$ cat config.mk
export PLATFORM = sky130hd
export DESIGN_NAME = add_sched
export DESIGN_NICKNAME = d
export VERILOG_FILES = /design/src/rtl/kyber_add_pkg.sv /design/src/rtl/add_lane_modq.sv /design/src/rtl/add_sched.sv
export SDC_FILE = /design/constraint.sdc
export NUM_CORES = 2
export LEC_CHECK = 0
export ABC_AREA = 1
export BUFFER_PORTS_ARGS = -buffer_cell sky130_fd_sc_hd__buf_2
export CAP_MARGIN = 0
export CELL_PAD_IN_SITES_DETAIL_PLACEMENT = 0
export CELL_PAD_IN_SITES_GLOBAL_PLACEMENT = 1
export CORE_MARGIN = 5
export CORE_UTILIZATION = 40
export CTS_CLUSTER_DIAMETER = 100
export DETAILED_ROUTE_END_ITERATION = 8
export HOLD_SLACK_MARGIN = 0.12
export PLACE_DENSITY_LB_ADDON = 0.1
export SETUP_SLACK_MARGIN = 0.5
export SLEW_MARGIN = 10
export SYNTH_ARGS = -nofsm -noshare
export SYNTH_HDL_FRONTEND = slang
export SYNTH_HIERARCHICAL = 1
export SYNTH_SLANG_ARGS = --single-unit
$ cat constraint.sdc
create_clock -name clk -period 7 [get_ports clk]
set_clock_uncertainty 0.15 [all_clocks]
set_input_delay 1.05 -clock clk [delete_from_list [all_inputs] [get_ports clk]]
set_output_delay 1.05 -clock clk [all_outputs]
set_load 0.005 [all_outputs]
$ cat src/rtl/kyber_add_pkg.sv
// Shared constants, enums and the small-coefficient decoder for the Kyber encapsulation add stage.
package kyber_add_pkg;

  localparam int KYBER_N       = 256;
  localparam int KYBER_Q       = 3329;
  localparam int KYBER_R_WIDTH = 12;
  localparam int SPOLY_W       = 3;

  typedef enum logic [1:0] {
    JOB_U0 = 2'd0,
    JOB_U1 = 2'd1,
    JOB_U2 = 2'd2,
    JOB_V  = 2'd3
  } job_e;

  typedef enum logic [2:0] {
    ST_IDLE  = 3'd0,
    ST_ISSUE = 3'd1,
    ST_DRAIN = 3'd2,
    ST_DONE  = 3'd3
  } state_e;

  // Negative small values are mapped to their mod-q representatives so the lane only ever adds.
  function automatic logic [KYBER_R_WIDTH-1:0] dec_small(input logic [SPOLY_W-1:0] code);
    logic [KYBER_R_WIDTH-1:0] val;
    case (code)
      3'b001:  val = KYBER_R_WIDTH'(1);
      3'b010:  val = KYBER_R_WIDTH'(2);
      3'b111:  val = KYBER_R_WIDTH'(KYBER_Q - 1);
      3'b110:  val = KYBER_R_WIDTH'(KYBER_Q - 2);
      default: val = '0;
    endcase
    return val;
  endfunction

endpackage

$ cat src/rtl/add_lane_modq.sv
// One coefficient lane: a + dec(e) + (optional) m, fully reduced into [0,Q).
module add_lane_modq
  import kyber_add_pkg::*;
#(
  parameter int Q = KYBER_Q
)(
  input  logic [KYBER_R_WIDTH-1:0] a,
  input  logic [SPOLY_W-1:0]       e,
  input  logic [KYBER_R_WIDTH-1:0] m,
  input  logic                     use_m,
  output logic [KYBER_R_WIDTH-1:0] r
);

  localparam int SW = KYBER_R_WIDTH + 2;
  localparam logic [SW-1:0] QW = SW'(Q);

  logic [SW-1:0] sum;
  logic [SW-1:0] red1;
  logic [SW-1:0] red2;

  // Three operands each below Q sum to less than 3Q, so two conditional subtractions suffice.
  always_comb begin
    sum  = SW'(a) + SW'(dec_small(e)) + (use_m ? SW'(m) : {SW{1'b0}});
    red1 = (sum >= QW) ? (sum - QW) : sum;
    red2 = (red1 >= QW) ? (red1 - QW) : red1;
    r    = KYBER_R_WIDTH'(red2);
  end

endmodule

$ cat src/rtl/add_sched.sv
// Beat-serial scheduler for the Kyber encapsulation add stage: streams u[0..2] then v through a 2-entry output FIFO.
// Defining ADD_SCHED_DEBUG_EN adds the debug_state and stall_cnt observation ports.
module add_sched
  import kyber_add_pkg::*;
#(
  parameter int  LANES = 16,
  parameter int  N     = KYBER_N,
  parameter int  Q     = KYBER_Q,
  parameter int  OUT_D = 2,
  localparam int IDX_W = $clog2(N / LANES),
  localparam int DW    = LANES * KYBER_R_WIDTH,
  localparam int EW    = LANES * SPOLY_W
)(
  input  logic             clk,
  input  logic             rst_n,
  input  logic             start,
  output logic             busy,
  output logic             done,
  output logic             rd_en,
  output logic [1:0]       rd_job,
  output logic [IDX_W-1:0] rd_idx,
  input  logic [DW-1:0]    rd_a,
  input  logic [EW-1:0]    rd_e,
  input  logic [DW-1:0]    rd_m,
  output logic             out_valid,
  input  logic             out_ready,
  output logic [1:0]       out_job,
  output logic [IDX_W-1:0] out_idx,
  output logic [DW-1:0]    out_data
`ifdef ADD_SCHED_DEBUG_EN
  ,
  output logic [2:0]       debug_state,
  output logic [15:0]      stall_cnt
`endif
);

  localparam int BW = 2 + IDX_W + DW;
  localparam logic [IDX_W-1:0] IDX_LAST = IDX_W'(N / LANES - 1);

  state_e           state;
  logic             inflight;
  logic [1:0]       job_q;
  logic [IDX_W-1:0] idx_q;
  logic             use_m;
  logic [DW-1:0]    lane_sum;

  logic [BW-1:0]    fifo_mem [OUT_D];
  logic             wr_ptr;
  logic             rd_ptr;
  logic [1:0]       fifo_count;
  logic             push;
  logic             pop;
  logic [2:0]       occupancy;

  assign out_valid = (fifo_count != 2'd0);
  assign pop       = out_valid & out_ready;
  assign push      = inflight;
  assign occupancy = {1'b0, fifo_count} + {2'b00, inflight};

  // Credit check counts the beat being read this cycle so the FIFO can never be pushed while full.
  assign rd_en = (state == ST_ISSUE) && ((int'(occupancy) - int'(pop)) < OUT_D);

  assign {out_job, out_idx, out_data} = fifo_mem[rd_ptr];

  always_ff @(posedge clk or negedge rst_n) begin
    if (!rst_n) begin
      state  <= ST_IDLE;
      busy   <= 1'b0;
      done   <= 1'b0;
      rd_job <= 2'd0;
      rd_idx <= '0;
    end else begin
      done <= 1'b0;
      case (state)
        ST_IDLE: begin
          if (start) begin
            state  <= ST_ISSUE;
            busy   <= 1'b1;
            rd_job <= 2'd0;
            rd_idx <= '0;
          end
        end
        ST_ISSUE: begin
          if (rd_en) begin
            if (rd_idx == IDX_LAST) begin
              rd_idx <= '0;
              rd_job <= rd_job + 2'd1;
              if (rd_job == JOB_V) begin
                state <= ST_DRAIN;
              end
            end else begin
              rd_idx <= rd_idx + IDX_W'(1);
            end
          end
        end
        ST_DRAIN: begin
          if (pop && (out_job == JOB_V) && (out_idx == IDX_LAST)) begin
            state <= ST_DONE;
            done  <= 1'b1;
          end
        end
        ST_DONE: begin
          state <= ST_IDLE;
          busy  <= 1'b0;
        end
        default: begin
          state <= ST_IDLE;
          busy  <= 1'b0;
        end
      endcase
    end
  end

  // Tag pipeline matching the one-cycle operand read latency.
  always_ff @(posedge clk or negedge rst_n) begin
    if (!rst_n) begin
      inflight <= 1'b0;
      job_q    <= 2'd0;
      idx_q    <= '0;
    end else begin
      inflight <= rd_en;
      if (rd_en) begin
        job_q <= rd_job;
        idx_q <= rd_idx;
      end
    end
  end

  assign use_m = (job_q == JOB_V);

  for (genvar l = 0; l < LANES; l++) begin : g_lane
    add_lane_modq #(.Q(Q)) u_lane (
      .a     (rd_a[l*KYBER_R_WIDTH +: KYBER_R_WIDTH]),
      .e     (rd_e[l*SPOLY_W +: SPOLY_W]),
      .m     (rd_m[l*KYBER_R_WIDTH +: KYBER_R_WIDTH]),
      .use_m (use_m),
      .r     (lane_sum[l*KYBER_R_WIDTH +: KYBER_R_WIDTH])
    );
  end

  always_ff @(posedge clk or negedge rst_n) begin
    if (!rst_n) begin
      for (int i = 0; i < OUT_D; i++) begin
        fifo_mem[i] <= '0;
      end
      wr_ptr     <= 1'b0;
      rd_ptr     <= 1'b0;
      fifo_count <= 2'd0;
    end else begin
      if (push) begin
        fifo_mem[wr_ptr] <= {job_q, idx_q, lane_sum};
        wr_ptr           <= ~wr_ptr;
      end
      if (pop) begin
        rd_ptr <= ~rd_ptr;
      end
      fifo_count <= fifo_count + {1'b0, push} - {1'b0, pop};
    end
  end

`ifdef ADD_SCHED_DEBUG_EN
  assign debug_state = state;

  always_ff @(posedge clk or negedge rst_n) begin
    if (!rst_n) begin
      stall_cnt <= 16'd0;
    end else if ((state == ST_IDLE) && start) begin
      stall_cnt <= 16'd0;
    end else if (out_valid && !out_ready && (stall_cnt != 16'hFFFF)) begin
      stall_cnt <= stall_cnt + 16'd1;
    end
  end
`else
  // Without the debug build no observation state is kept.
`endif

endmodule

==> qor.yml <==
grt:
  number_of_antenna_violations_at_the_first_check_in_global_routing: 4
  grt_use_total: 0.214
  grt_remaining_overflow: 0
  global_route_wire_length_before_repair_mm: 268
  grt_start_max_net_pins: 150
  grt_pass1_vias: 52100
routing:
  wl_met3_mm: 7.20
  wl_per_cell_um: 14.4
  initialDrtViolationCount: 2868
  drc: 0
  routed_wirelength_mm: 163
  wirelength_met1_mm: 79.9
  count_of_tritonroute_iterations_in_the_first_routing_pass: 6
  sum_of_met2_wire_segment_lengths_after_detailed_routing_mm: 73.7
  avgViaCountPerCell: 4.82
  maxUsedRoutingLayer: "met4"
  num_vias: 54600
  ant_nets: 0
clock_tree:
  clock_sinks: 417
  tritoncts_clock_tree: "done"
  cts-resized-gates: 0
  insertion_delay_ps: 590
  cts_root_buf: "clkbuf_16"
  ctsLongestPathBuffers: 3
  cts_buf_count: 51
  worst_setup_hold_path_clk_slew_ps: 60
  postCtsSetupRepairBufs: 0
  h_tree_depth: 2
  postCtsHoldBufs: 0
setup_path:
  required_ps: 7340
  r2r_worst_path_depth: 30
  timing.critical_path.buf_inv: 7
  end_kind: "flop"
  slowest_delay_ps: 550
  cpMostUsedCell: "nand2_1"
  count_of_cell_instances_traversed_by_the_critical_path: 30
  timing_worst_setup_path_type: "flop to flop"
  worstPathMaxFanout: 73
  crit_path_max_delay_family: "simple AND/OR/NAND/NOR gates"
  critical_path.slowest_cell: "fa_1"
  startpoint_type: "flop"
  timing.critical_path.arrival_ps: 6220
timing:
  timing.final.hold_violations: 0
  setup_tns_ps: 0
  slew_headroom: 0.262
  tightest_slew_ps: 1100
  finalCriticalPeriod_ps: 5890
  fmax_mhz: 170
  postLayoutSetupSlackWorst_ps: 1110
  final-max-slew-violation-count: 0
  setup_viol: 0
  grt_setup_unrepaired: "false"
  share_of_the_clock_period_used_by_the_worst_path: 0.841
synthesis:
  synthesis.yosys.warnings: 6
  ys_ff_latch: 417
  unique_cell_type_count_in_the_yosys_netlist: 47
  synth.net_count: 9800
  synth_area_per_cell_um2: 6.35
  synth-seq-area-share: 0.185
  post_synth_inst_count: 8907
  mappedNetlistArea_um2: 56500
die:
  die_height_um: 386
  num_io_pins: 644
  floorplan.die.width_um: 386
  rows: 138
  design.die.area_um2: 149000
  design.core.area_um2: 141000
  start_util: 0.401
outcome:
  run_status: "completed"
cells_and_area:
  fillCellCount: 15300
  layout.cells.most_common: "nand2_1"
  mostFrequentLayoutCells: "nand2_1, inv_1, buf_2"
  area_delta_synth_final_pct: 10.3
  postLayoutCellArea_um2: 62300
  nets: 10300
  final_layout_size_suffix_gt1_frac: 0.177
power:
  reported_leakage_power_nw: 36.8
  vdd.ir_drop.worst_mv: 0.208
  cellPowerDensity_nw_per_um2: 349
place:
  globalplace.congestion: 0.877
  numPortBuffers: 643
  estimated_wirelength_of_the_detail_placed_design_mm: 131
  placed_area_um2: 60700
  dp_slack_ps: 748
worst_hold_path:
  worst_hold_path_type: "primary input to asynchronous set/reset pin"
job:
  timing.max_cap.violations: 0
==> cells by family (layout without fill, tap and decap cells) <==
group	Yosys count	after routing	synth area share
xor gates and xnor gates	199	199	0.0319
other	0	1	0
and+or+nand+nor	5497	5497	0.457
AOI/OAI and AO/OA	673	673	0.0727
adders and majority gates	457	457	0.127
DFF	417	417	0.185
buffers and inverters	1664	2185	0.127
==> through the flow <==
step	instances	hold WS, ps	power [W]	util
2_1_floorplan	8907	303	0.0151	-
3_3_place_gp	11200	315	0.0191	0.430
3_5_place_dp	11200	318	0.0193	0.430
4_1_cts	11300	286	0.0220	0.442
5_1_grt	11300	319	0.0242	0.442
6_report	11300	286	0.0218	0.442
==> power breakdown <==
part | internal, W | switching (W)
clock network | 0.00155 | 0.00110
logic | 0.00484 | 0.0101
registers | 0.00358 | 0.000639
==> state kept, by name, summed over array words and instances, names as in the netlist <==
register,count
fifo_mem,396
idx_q,4
rd_idx,4
fifo_count,2
job_q,2
rd_job,2
state,2
busy,1
done,1
inflight,1
rd_ptr,1
wr_ptr,1
==> metal layers <==
metal / global-route usage / up-vias
met4: 0.0286 / 0
met2: 0.357 / 887
met3: 0.0239 / 110
met5: 0 / -
li1: - / 28800
met1: 0.304 / 24800
==> worst register-to-register path: cells and delay by family, from the launching register on <==
kind / cells / cell delay [ps]
adders and majority gates: 3 / 1200
AOI/OAI and AO/OA: 1 / 220
buffers and inverters: 7 / 1310
DFF: 1 / 400
and+or+nand+nor: 19 / 2500
==> cell type report <==
type	instances	area (um^2)	share of cell area
Clock buffer	68	1430	0.0230
Timing Repair Buffer	680	3570	0.0572
Inverter	1413	5340	0.0856
Sequential cell	417	10400	0.167
Multi-Input combinational cell	6826	39000	0.625
Tap cell	1890	2360	0.0379
Antenna cell	1	2.50	0.0000401
Clock inverter	24	226	0.00363
==> path summary, 6_finish.rpt <==
kind | from | end | slack (ps)
min in group clk | fifo_mem[243] | fifo_mem[243] | 330
worst max-delay path | job_q[0] | fifo_mem[64] | 1110
worst min-delay path | rst_n | fifo_mem[307] | 290
max in group asynchronous | rst_n | fifo_mem[338] | 5050
worst min register to register | fifo_mem[243] | fifo_mem[243] | 330
worst max register to register | job_q[0] | fifo_mem[64] | 1110
==> cell usage after synthesis (all sizes together) <==
library cell     n  area, um^2
fa             194        3880
xnor2           35         307
nand2         3815       15700
nor2           559        2820
a31oi           14        93.8
or2             14        87.6
a21boi           8        60.1
nand4          481        3040
dfrtp          417       10400
nand3          531        3530
o21ai          513        3090
clkinv           5        18.8
buf            182        1590
a21oi          127         782
xor2           164        1500
a21o            10        75.1
o31ai            1        7.51
nor3            42         245
clkbuf          69         260
nand3b          47         357
ha             263        3290
and2             8        50.1
inv           1408        5290
No activity file was read; power rests on OpenSTA's default activity.
